### config.mk
export PLATFORM = sky130hd
export DESIGN_NAME = ntt_batch_sequencer
export DESIGN_NICKNAME = d
export VERILOG_FILES = /design/src/rtl/ntt_batch_sequencer_pkg.sv /design/src/rtl/ntt_finish_monitor.sv /design/src/rtl/ntt_batch_sequencer.sv
export SDC_FILE = /design/constraint.sdc
export NUM_CORES = 1
export LEC_CHECK = 0
export BUFFER_PORTS_ARGS = -buffer_cell sky130_fd_sc_hd__buf_2
export CELL_PAD_IN_SITES_DETAIL_PLACEMENT = 2
export CELL_PAD_IN_SITES_GLOBAL_PLACEMENT = 2
export CORE_MARGIN = 2
export CORE_UTILIZATION = 23
export CTS_BUF_LIST = sky130_fd_sc_hd__clkbuf_8
export DETAILED_ROUTE_END_ITERATION = 10
export GPL_ROUTABILITY_DRIVEN = 0
export PLACE_DENSITY_LB_ADDON = 0.1
export SLEW_MARGIN = 20
export SYNTH_ARGS = -nofsm -noshare
export SYNTH_HDL_FRONTEND = slang
export SYNTH_SLANG_ARGS = --single-unit
### constraint.sdc
create_clock -name clk -period 2.85 [get_ports clk]
set_input_delay 0.4275 -clock clk [delete_from_list [all_inputs] [get_ports clk]]
set_output_delay 0.4275 -clock clk [all_outputs]
set_load 0.05 [all_outputs]
### src/rtl/ntt_batch_sequencer_pkg.sv
// ntt_batch_sequencer_pkg: shared FSM encoding, default sizes and core address-width rule
package ntt_batch_sequencer_pkg;
   localparam int LOGN_DEF  = 12;
   localparam int LOGQ_DEF  = 64;
   localparam int NPOLY_DEF = 8;
   typedef enum logic [2:0] {S_IDLE, S_LAUNCH, S_RUN, S_GAP, S_DONE} state_e;
   function automatic int core_aw(input int logn);
      return (logn < 9) ? 10 : logn;
   endfunction
endpackage

### src/rtl/ntt_finish_monitor.sv
// ntt_finish_monitor: core_finish rising-edge detector and per-polynomial RUN watchdog
// Ports: clk, rst (sync, active-low), run_i (sequencer in RUN), core_finish_i (core done level),
//        finish_rise_o (0->1 this cycle), timeout_o (last RUN cycle allowed before TIMEOUT is reached)
module ntt_finish_monitor #(
   parameter int TIMEOUT = 2**20
) (
   input  logic clk,
   input  logic rst,
   input  logic run_i,
   input  logic core_finish_i,
   output logic finish_rise_o,
   output logic timeout_o
);
   localparam int WW = $clog2(TIMEOUT + 1);
   logic          fin_q;
   logic [WW-1:0] wd_q;
   always_ff @(posedge clk)
      if (!rst) begin
         fin_q <= 1'b0;
         wd_q  <= '0;
      end else begin
         fin_q <= core_finish_i;
         wd_q  <= run_i ? wd_q + WW'(1) : '0;
      end
   assign finish_rise_o = core_finish_i & ~fin_q;
   // wd_q holds RUN cycles already spent, so TIMEOUT-1 marks the TIMEOUT-th RUN cycle
   assign timeout_o = run_i && (wd_q == WW'(TIMEOUT - 1));
endmodule

### src/rtl/ntt_batch_sequencer.sv
// ntt_batch_sequencer: runs a batch of polynomials one at a time through an NTT memory-wrapper core
// Ports: clk, rst (sync, active-low); start_i/abort_i/npoly_i/mode_mask_i batch control;
//        core_* handshake and address/data to the core; mem_* banked batch memory ({poly, addr});
//        busy_o/done_o/error_o/poly_idx_o/cycles_o status
module ntt_batch_sequencer
   import ntt_batch_sequencer_pkg::*;
#(
   parameter int LOGN    = LOGN_DEF,
   parameter int LOGQ    = LOGQ_DEF,
   parameter int NPOLY   = NPOLY_DEF,
   parameter int TIMEOUT = 2**20
) (
   input  logic                            clk,
   input  logic                            rst,
   input  logic                            start_i,
   input  logic                            abort_i,
   input  logic [$clog2(NPOLY):0]          npoly_i,
   input  logic [NPOLY-1:0]                mode_mask_i,
   output logic                            core_start_o,
   output logic                            core_intt_o,
   input  logic [core_aw(LOGN)-1:0]        core_raddr_i,
   input  logic [core_aw(LOGN)-1:0]        core_waddr_i,
   input  logic                            core_wea_i,
   input  logic                            core_finish_i,
   output logic [LOGQ-1:0]                 core_din_o,
   input  logic [LOGQ-1:0]                 core_dout_i,
   output logic [$clog2(NPOLY)+core_aw(LOGN)-1:0] mem_raddr_o,
   output logic [$clog2(NPOLY)+core_aw(LOGN)-1:0] mem_waddr_o,
   output logic                            mem_we_o,
   input  logic [LOGQ-1:0]                 mem_rdata_i,
   output logic [LOGQ-1:0]                 mem_wdata_o,
   output logic                            busy_o,
   output logic                            done_o,
   output logic                            error_o,
   output logic [$clog2(NPOLY)-1:0]        poly_idx_o,
   output logic [63:0]                     cycles_o
);
   localparam int PW = $clog2(NPOLY);
   state_e          state_q;
   logic            start_q, intt_q, busy_q, done_q, error_q;
   logic [PW-1:0]   idx_q, idx_inc;
   logic [PW:0]     npoly_q;
   logic [NPOLY-1:0] mode_q;
   logic [63:0]     cycles_q;
   logic            rise, timeout, last, nz, fail;
   ntt_finish_monitor #(.TIMEOUT(TIMEOUT)) u_mon (
      .clk           (clk),
      .rst           (rst),
      .run_i         (state_q == S_RUN),
      .core_finish_i (core_finish_i),
      .finish_rise_o (rise),
      .timeout_o     (timeout)
   );
   assign idx_inc = idx_q + PW'(1);
   assign last    = {1'b0, idx_q} == npoly_q - (PW+1)'(1);
   assign nz      = npoly_i != '0;
   // a finish edge in the same cycle as the watchdog expiry still counts as success
   assign fail    = busy_q && (abort_i || (timeout && !rise));
   always_ff @(posedge clk)
      if (!rst) begin
         state_q  <= S_IDLE;
         start_q  <= 1'b0;
         intt_q   <= 1'b0;
         busy_q   <= 1'b0;
         done_q   <= 1'b0;
         error_q  <= 1'b0;
         idx_q    <= '0;
         npoly_q  <= '0;
         mode_q   <= '0;
         cycles_q <= '0;
      end else begin
         done_q <= 1'b0;
         if (busy_q) cycles_q <= cycles_q + 64'd1;
         if (fail) begin
            state_q <= S_DONE;
            start_q <= 1'b0;
            busy_q  <= 1'b0;
            done_q  <= 1'b1;
            error_q <= 1'b1;
         end else
            case (state_q)
               S_IDLE: if (start_i) begin
                  npoly_q  <= npoly_i;
                  mode_q   <= mode_mask_i;
                  cycles_q <= '0;
                  idx_q    <= '0;
                  error_q  <= 1'b0;
                  intt_q   <= mode_mask_i[0];
                  start_q  <= nz;
                  busy_q   <= nz;
                  done_q   <= !nz;
                  state_q  <= nz ? S_LAUNCH : S_DONE;
               end
               S_LAUNCH: state_q <= S_RUN;
               S_RUN: if (rise) begin
                  state_q <= S_GAP;
                  start_q <= 1'b0;
               end
               S_GAP: if (last) begin
                  state_q <= S_DONE;
                  busy_q  <= 1'b0;
                  done_q  <= 1'b1;
               end else begin
                  state_q <= S_LAUNCH;
                  start_q <= 1'b1;
                  idx_q   <= idx_inc;
                  intt_q  <= mode_q[idx_inc];
               end
               default: state_q <= S_IDLE;
            endcase
      end
   assign core_start_o = start_q;
   assign core_intt_o  = intt_q;
   assign busy_o       = busy_q;
   assign done_o       = done_q;
   assign error_o      = error_q;
   assign poly_idx_o   = idx_q;
   assign cycles_o     = cycles_q;
   assign mem_raddr_o  = {idx_q, core_raddr_i};
   assign mem_waddr_o  = {idx_q, core_waddr_i};
   // gated by rst so a reset cycle never issues a write
   assign mem_we_o     = core_wea_i && (state_q == S_RUN) && rst;
   assign mem_wdata_o  = core_dout_i;
   assign core_din_o   = mem_rdata_i;
endmodule

==> results.md <==
* Cell area after synthesis at 6300 um2
* CTS Buf Count at 9
* Global route overflow at 0
* Setup TNS Final at 0 ns
* Largest net degree at the start of global routing at 30
* CTS Buffer Depth at 2
* Final ANT Viol Nets at 0
* Switching part of the total power at 29.1%
* MaxCap Viol Count at 0
* Area Growth Syn to Fin at 0.834%
* Leakage power at 0.00221 uW
* Port bufs at 96
* RSZ-0062 raised after global routing: no
* Site row count at 60
* Internal power at 2230 uW
* Via count at 5134
* Final Skew at 0.0164 ns
* Synth top cells by count: 158 x buf_4, 109 x dfxtp_1, 85 x nor2_1, 48 x nand2_1, 41 x nand3_1
* GRT Util Overall at 15.4%
* CP required at 3.17 ns
* Minimum clock period at 2.50 ns
* Netlist cell types at 41
* Setup crit start kind: flip-flop
* Sequential area share after synthesis at 34.6%
* Mean post-synth cell area at 8.16 um2
* Syn Inst Count at 772
* CP Data Arrival Time at 2.82 ns
* Critical Path Sink: cycles_o[50]
* P per Cell Area at 496 nW/um2
* Reg-to-reg setup timing slack at 0.35 ns
* R2R Path Start: busy_o
* Layout cells sized above 1 at 20.6%
* Hold_ws at 0.239 ns
* VDD IR-drop max at 0.180 mV
* Final hold viol count at 0
* Sequential power share at 51.2%
* Comb power frac at 12.5%
* Hpwl dp at 17500 um
* Per-cell routed wire length at 20.7 um
* Area contributors post-synth: dfxtp_1 35%, buf_4 19%, xnor2_1 5.6%, nor2_1 5.1%, xor2_1 3.3%
* Vias in the first global route at 5592
* Vias/cell at 4.83
* Die Span Y at 170 um
* Post-synth ARST share at 0%
* 1st-iter DRT viols at 132
* # Post-CTS Setup Buffers at 0
* Syn. warnings at 0
* Slew Viols, Final at 0
* Share of the synthesized area in the top cell type at 34.6%
* Depth of the CTS H-tree at 3
* CTS Hold Bufs at 0
* Count leader, synth: buf_4
* Cts repair resizes at 0
* Clock network power share at 36.3%
* Final wirelength at 22100 um
* Final Cell Area at 6350 um2
* DRC Markers at 0
* Worst-Skew Late Latency at 0.40 ns
* Main synth FF type: dfxtp_1
* ANT cells at 0
* CP Launch Point: busy_o
* Pin slew with the least headroom to its limit at 0.730 ns
* Initial antenna violation count at 0
* Critical Path Sink Type: flip-flop
* Final std cells w/o fill at 1064
* Core area at 27000 um2
* Root buffer cell: clkbuf_8
* Initial Util at 23.4%
* Yosys top cell by area: dfxtp_1
* Post-synth EDFFs at 0
* Critical path fanouts, max at 9
* 1st-pass router iterations at 4
* Status: completed
* Psw at 915 uW
* Final setup violation count at 0
* Flops & latches, synth at 109
* Area post-placement at 6120 um2
* Syn nets at 946
* Chip width at 170 um
* Hold Path Depth at 2
* Clk sinks at 109
* Worst R2R Path Depth at 6
* Fillers at 3121
* Worst slew margin relative to its limit at 51.2%
* Final nets at 892
* CTS tree: done
* Die area at 28700 um2
* Cells after DPL at 1048
* First-pass GRT wire length at 33800 um
* Worst reg2reg path endpoint: cycles_o[50]
* Period utilisation layout at 87.8%
* Max Clk Rate at 0.400 GHz
* IO Pins at 401
* Worst Hold Class: in -> reg
* Crit Path Class: reg -> reg
* Clock transition at path regs at 0.12 ns
-- power groups by stage --
stage | clock network [uW] | registers (uW) | logic [uW]
finish | 1140 | 1610 | 394
global route | 1270 | 1620 | 446
CTS | 1210 | 1610 | 407
detailed placement | 0 | 1650 | 406
global placement | 0 | 1640 | 399
floorplan | 0 | 1680 | 796
-- per-stage QoR --
stage / utilization (%) / power [uW] / setup slack (ns)
floorplan: - / 2470 / 0.243
global placement: 22.7 / 2040 / 0.310
detailed placement: 22.7 / 2050 / 0.281
CTS: 23.6 / 3230 / 0.227
global route: 23.6 / 3340 / 0.0258
finish: 23.6 / 3150 / 0.348
-- registers in the layout (all words and copies together), names as in the netlist --
name          cells
error_o           1
core_start_o      1
done_o            1
npoly_q           4
u_mon.fin_q       1
state_q           3
core_intt_o       1
mode_q            8
busy_o            1
cycles_o         64
u_mon.wd_q       21
poly_idx_o        3
-- cell usage in the layout (no fill, tap or decap), drive strengths merged, types with 2 or more instances in the layout --
cell type  instances
a21oi             40
a31o               2
and2               4
and3              11
and4               9
buf              119
bufinv             2
clkbuf            10
dfxtp            109
ha                 4
inv               13
mux2i              2
mux4               2
nand2             48
nand3             42
nand4             30
nand4b             2
nor2              85
nor2b              2
nor3              16
nor4              23
o21ai             20
o221a              2
o22ai              2
o31ai             17
or2                6
or3                8
or4               19
xnor2             40
xor2              24
-- routing by layer --
layer,up-vias,global-route usage [%],part of all wire [%]
met4,0,8.18,4.7
met2,152,25.9,48
met3,94,4.06,6.3
li1,2418,-,-
met1,2470,17.8,41
met5,-,0.348,0
-- logic make-up after synthesis --
family / after synthesis / share of synthesized area [%]
AOI/OAI and AO/OA: 87 / 8.16
xor gates and xnor gates: 64 / 8.90
adders and majority gates: 4 / 0.794
buffers and inverters: 195 / 21.2
DFF: 109 / 34.6
muxes: 4 / 1.03
and+or+nand+nor: 309 / 25.3
-- cell type report --
cell class	count	area (um2)	share of cell area (%)
clock inverter	6	93.8	1.48
timing repair buffer	119	678	10.7
inverter	11	41.3	0.650
clock buffer	10	138	2.17
sequential	109	2180	34.4
tap	341	427	6.72
multi-input combinational	468	2790	44.0
-- how the worst min path moves through the flow --
| stage | from | end | slack [ns] |
|---|---|---|---|
| after floorplan | u_mon.wd_q[0] | u_mon.wd_q[0] | 0.43 |
| after global routing | core_finish_i | u_mon.fin_q | 0.21 |
| after global placement | u_mon.wd_q[0] | u_mon.wd_q[0] | 0.44 |
| final | core_finish_i | u_mon.fin_q | 0.24 |
| after detailed placement | u_mon.wd_q[0] | u_mon.wd_q[0] | 0.45 |
| after CTS | core_finish_i | u_mon.fin_q | 0.21 |
-- worst max-delay path, stage by stage (launching register included) --
cell	delay, ns
dfxtp_1	0.58
and3_1	0.36
nand2_1	0.30
nor4_1	0.69
buf_4	0.23
nand4_1	0.09
a21oi_1	0.16
No activity file was read; power rests on OpenSTA's default activity.
